**src/rtl/bcd_pkg.sv**
```systemverilog
// Shared BCD constants and nibble helpers for the up/down counter slice.
package bcd_pkg;

    localparam logic [3:0] BCD_MAX = 4'd9;
    localparam logic [3:0] BCD_MIN = 4'd0;

    function automatic logic bcd_valid(input logic [3:0] nibble);
        return nibble <= BCD_MAX;
    endfunction

endpackage

```
**src/rtl/bcd_digit_cell.sv**
```systemverilog
// One decade of the counter: synchronous clear, load with invalid-nibble
// scrubbing, and wrap-around increment/decrement driven by the top-level chain.
module bcd_digit_cell
    import bcd_pkg::*;
(
    input  logic       clk,
    input  logic       rst,
    input  logic       load,
    input  logic       inc,
    input  logic       dec,
    input  logic [3:0] d,
    output logic [3:0] q,
    output logic       is9,
    output logic       is0
);

    logic [3:0] q_q;
    logic [3:0] q_d;

    always_comb begin
        q_d = q_q;
        if (rst) begin
            q_d = BCD_MIN;
        end else if (load) begin
            q_d = bcd_valid(d) ? d : BCD_MIN;
        end else if (inc) begin
            q_d = (q_q >= BCD_MAX) ? BCD_MIN : q_q + 4'd1;
        end else if (dec) begin
            // Values above 9 cannot arise, but are folded to 9 rather than trusted.
            q_d = (q_q == BCD_MIN || !bcd_valid(q_q)) ? BCD_MAX : q_q - 4'd1;
        end
    end

    always_ff @(posedge clk) begin
        q_q <= q_d;
    end

    assign q   = q_q;
    assign is9 = (q_q == BCD_MAX);
    assign is0 = (q_q == BCD_MIN);

endmodule

```
**src/rtl/bcd_updown_counter_n.sv**
```systemverilog
// N-digit synchronous BCD up/down counter with wrap/saturate ends,
// cascade terminal-count outputs and invalid-load flag.
module bcd_updown_counter_n
    import bcd_pkg::*;
#(
    parameter int unsigned DIGITS = 2,
    parameter bit          WRAP   = 1'b1
) (
    input  logic                  CP,
    input  logic                  MR_n,
    input  logic                  CE,
    input  logic                  UP,
    input  logic                  PL_n,
    input  logic [4*DIGITS-1:0]   P,
    output logic [4*DIGITS-1:0]   Q,
    output logic                  TCu_n,
    output logic                  TCd_n,
    output logic                  LDERR
);

    logic              rst;
    logic              load;
    logic              all9;
    logic              all0;
    logic              up_step;
    logic              dn_step;
    logic [DIGITS-1:0] inc;
    logic [DIGITS-1:0] dec;
    logic [DIGITS-1:0] is9;
    logic [DIGITS-1:0] is0;
    logic              lderr_q;
    logic              lderr_d;

    assign rst  = ~MR_n;
    assign load = ~PL_n;
    assign all9 = &is9;
    assign all0 = &is0;

    // In saturate mode the range end suppresses the step at the chain root.
    assign up_step = CE &  UP & (WRAP | ~all9);
    assign dn_step = CE & ~UP & (WRAP | ~all0);

    always_comb begin
        inc    = '0;
        dec    = '0;
        inc[0] = up_step;
        dec[0] = dn_step;
        for (int unsigned k = 1; k < DIGITS; k++) begin
            inc[k] = inc[k-1] & is9[k-1];
            dec[k] = dec[k-1] & is0[k-1];
        end
    end

    for (genvar g = 0; g < DIGITS; g++) begin : g_digit
        bcd_digit_cell u_cell (
            .clk  (CP),
            .rst  (rst),
            .load (load),
            .inc  (inc[g]),
            .dec  (dec[g]),
            .d    (P[4*g +: 4]),
            .q    (Q[4*g +: 4]),
            .is9  (is9[g]),
            .is0  (is0[g])
        );
    end

    always_comb begin
        lderr_d = lderr_q;
        if (rst) begin
            lderr_d = 1'b0;
        end else if (load) begin
            lderr_d = 1'b0;
            for (int unsigned k = 0; k < DIGITS; k++) begin
                if (!bcd_valid(P[4*k +: 4])) begin
                    lderr_d = 1'b1;
                end
            end
        end
    end

    always_ff @(posedge CP) begin
        lderr_q <= lderr_d;
    end

    assign LDERR = lderr_q;
    assign TCu_n = ~(MR_n & CE & UP & all9);
    assign TCd_n = ~(CE & ~UP & all0);

endmodule
```
**config.mk**
```make
export PLATFORM = sky130hd
export DESIGN_NAME = bcd_updown_counter_n
export DESIGN_NICKNAME = d
export VERILOG_FILES = /design/src/rtl/bcd_pkg.sv /design/src/rtl/bcd_digit_cell.sv /design/src/rtl/bcd_updown_counter_n.sv
export SDC_FILE = /design/constraint.sdc
export NUM_CORES = 1
export LEC_CHECK = 0
export CAP_MARGIN = 15
export CORE_ASPECT_RATIO = 1.4
export CORE_MARGIN = 4
export CORE_UTILIZATION = 45
export DETAILED_ROUTE_END_ITERATION = 12
export PLACE_DENSITY = 0.75
export REMOVE_ABC_BUFFERS = 1
export SYNTH_ARGS = -nofsm -noshare
export SYNTH_HDL_FRONTEND = slang
export SYNTH_SLANG_ARGS = --single-unit
```
**constraint.sdc**
```tcl
create_clock -name CP -period 3 [get_ports CP]
set_input_delay 0.45 -clock CP [delete_from_list [all_inputs] [get_ports CP]]
set_output_delay 0.45 -clock CP [all_outputs]
set_load 0.02 [all_outputs]
```
==> flow_summary.toml <==
[run_status]
outcome = "finished, final reports clean"

[route]
drc = 0
routed_wl_microns = 2640
drt-initial-drc-count = 25
via_per_inst = 5.99
vias = 1055
antenna_left = 0
wl_per_cell_microns = 15.0
firstDrtPassIters = 4

[critical_path]
setup.worst_path.start_class = "primary input"
critPathCaptureType = "primary output"
critPathMaxFanout = 7
slowest_stage = "clkdlybuf4s50_1"
crit_family = "buffers and inverters"
slowest_delay_ns = 0.62
path_buf_inv = 2
path_cells = "clkdlybuf4s50_1 > nand2_2 > or3_1 > or3_1 > clkdlybuf4s50_1"
criticalPathCategory = "in -> out"
r2r_end = "g_digit[1].u_cell.q[3]$_SDFFE_PN0P_"
r2r_cells = 7
reg2reg_slack_ns = 1.02
cp.required_ns = 2.55
critPathArrivalTime_ns = 2.45
r2r-start = "g_digit[0].u_cell.q[1]$_SDFFE_PN0P_"
worstSetupStartpoint = "UP"

[sta]
rsz0062_at_grt = "no"
fmaxAchievable_mhz = 345
fin_crit_sh_pct = 96.7
setup_ws_ns = 0.0980
finalSetupViolCount = 0
maxSlewViolCount = 0
slew_headroom_pct = 64.1
fin_tns_setup_ns = 0
fin_worst_skew_ns = 0.000944
fin_crit_ns = 2.90
worst_pin_slew_ns = 0.534
hold_violations = 0

[clock_tree]
cts_resized = 0
cts_hold_buf = 0
postCtsSetupBuffers = 0
cts.sinks = 9
cts.root.buffer_cell = "clkbuf_4"
cts_made_buffers = 3
cts_buffer_depth = 2
insertion_delay_ns = 0.27
tritoncts = "done"
htree_num_levels = 1
clkSlewWorstSetupHoldPaths_ns = 0.06

[grt]
grt_overflow = 0
grt_max_degree = 19
grtUsageTotal_pct = 20.4
grt_pass1_wl_microns = 4280
grt_pass1_vias = 1011
grt_antenna_before_repair = 0

[placed_design]
place_congestion = 0.867
dp_slack_ns = 0.129
dp.cells = 172
dp_hpwl_microns = 2040
portBuffers = 23
placed_area_sq_mm = 0.00118

[finish]
seq_area_sq_um = 180
layout.cells.non_filler = 176
multiInputGateArea_sq_um = 668
nNetsFinal = 175
drive_gt1_share_pct = 9.03
diodes = 0
synthToLayoutAreaGrowth_pct = 33.4
design_area_sq_mm = 0.00121
fillCellCount = 199

[hold_path]
hold_depth = 2
whs_endpoint = "LDERR$_SDFFE_PN0N_"
hold_class = "reg -> reg"
min-delay-start = "LDERR$_SDFFE_PN0N_"

[logic_synthesis]
synth.most_common_cell = "o21ai_0"
synth_cells = 129
yosysTopAreaCell = "dfxtp_1"
synth_edf_count = 0
syn_avg_cell_area_sq_um = 7.03
ys_seq_area_share_pct = 19.9
ys_warn_count = 0
yosysUniqueCellTypes = 38
synth_common_cells = "o21ai_0 (15), nor2_1 (11), dfxtp_1 (9), a21oi_1 (8)"
ys_seq_elements = 9
synth_flop_cell = "dfxtp_1"
netlist_area_sq_um = 907
async_flop_share_pct = 0
synthTopCellsByArea = "dfxtp_1 (20%), ha_1 (8.3%), o21ai_0 (8.3%)"
synth_top_area_share_pct = 19.9

[floorplan]
die_x_microns = 45.9
io_pins = 24
die_area_sq_mm = 0.00281
start_util_pct = 46.5
core_sq_mm = 0.00195
rows = 19
die_h_microns = 61.1

[power_and_ir_drop]
p_leak_nw = 0.461
power.density_mw_per_mm2 = 353
irDropWorstVdd_uv = 292

[run]
drv_cap = 0
layer usage:
metal,GRT usage (%),vias to the layer above,routed length (microns)
met5,0,-,0
met4,8.54,0,53
met3,4.97,6,141
met2,36.2,34,1420
met1,22.5,485,1020
li1,-,530,-
layout make-up:
cell class	instances	share of cell area (%)
Timing Repair Buffer	30	23.4
Multi-Input combinational cell	105	55.2
Clock buffer	4	2.17
Inverter	7	2.17
Tap cell	21	2.17
Sequential cell	9	14.9
how the worst max path moves through the flow:
stage          cells after the start  slack (ns)  endpoint
2_1_floorplan                      4        0.71     TCu_n
3_3_place_gp                       5        0.14     TCu_n
3_5_place_dp                       5        0.13     TCd_n
4_1_cts                            6         0.1     TCd_n
5_1_grt                            5        0.05     TCu_n
6_report                           5         0.1     TCu_n
sequential cells by signal, summed over array words and instances (netlist names):
register          cells
LDERR                 1
g_digit.u_cell.q      8
cells by family after synthesis:
logic type / Yosys count / share of synthesized area (%)
AND/OR/NAND/NOR: 53 / 32.3
AO/OA/AOI/OAI: 44 / 30.5
buffers and inverters: 15 / 7.17
flip-flops: 9 / 19.9
adder cells (fa/ha/maj): 6 / 8.28
XOR/XNOR: 2 / 1.93
power by group:
group / total, mW / internal (mW) / switching [mW]
clock network: 0.0991 / 0.0515 / 0.0476
logic: 0.179 / 0.0848 / 0.0938
registers: 0.149 / 0.130 / 0.0197
total: 0.427 / 0.266 / 0.161
worst reg2reg max path, stage by stage, from the launching register on:
cell      delay, ns
dfxtp_1        0.38
inv_1          0.11
ha_1           0.24
nand2_1        0.09
nor3_1         0.44
o311ai_0       0.31
a31oi_1        0.23
a21oi_1        0.08
layout by cell type, fill, tap and decap left out, types with 6 or more instances in the layout:
cell / netlist / routed
inv_1: 7 / 7
buf_4: 0 / 7
clkdlybuf4s50_1: 0 / 23
o21ai_0: 15 / 15
a21oi_1: 8 / 8
ha_1: 6 / 6
nand2_1: 7 / 7
nor2_1: 11 / 11
nor3_1: 6 / 6
dfxtp_1: 9 / 9
through the flow:
stage / total power, mW / hold WS [ns] / utilization (%)
after global placement: 0.324 / 0.527 / 60.4
after detailed placement: 0.328 / 0.541 / 60.4
after global routing: 0.459 / 0.596 / 62.1
after floorplan: 0.251 / 0.568 / -
final: 0.427 / 0.554 / 62.1
after CTS: 0.427 / 0.556 / 61.7
No activity file was read; power rests on OpenSTA's default activity.
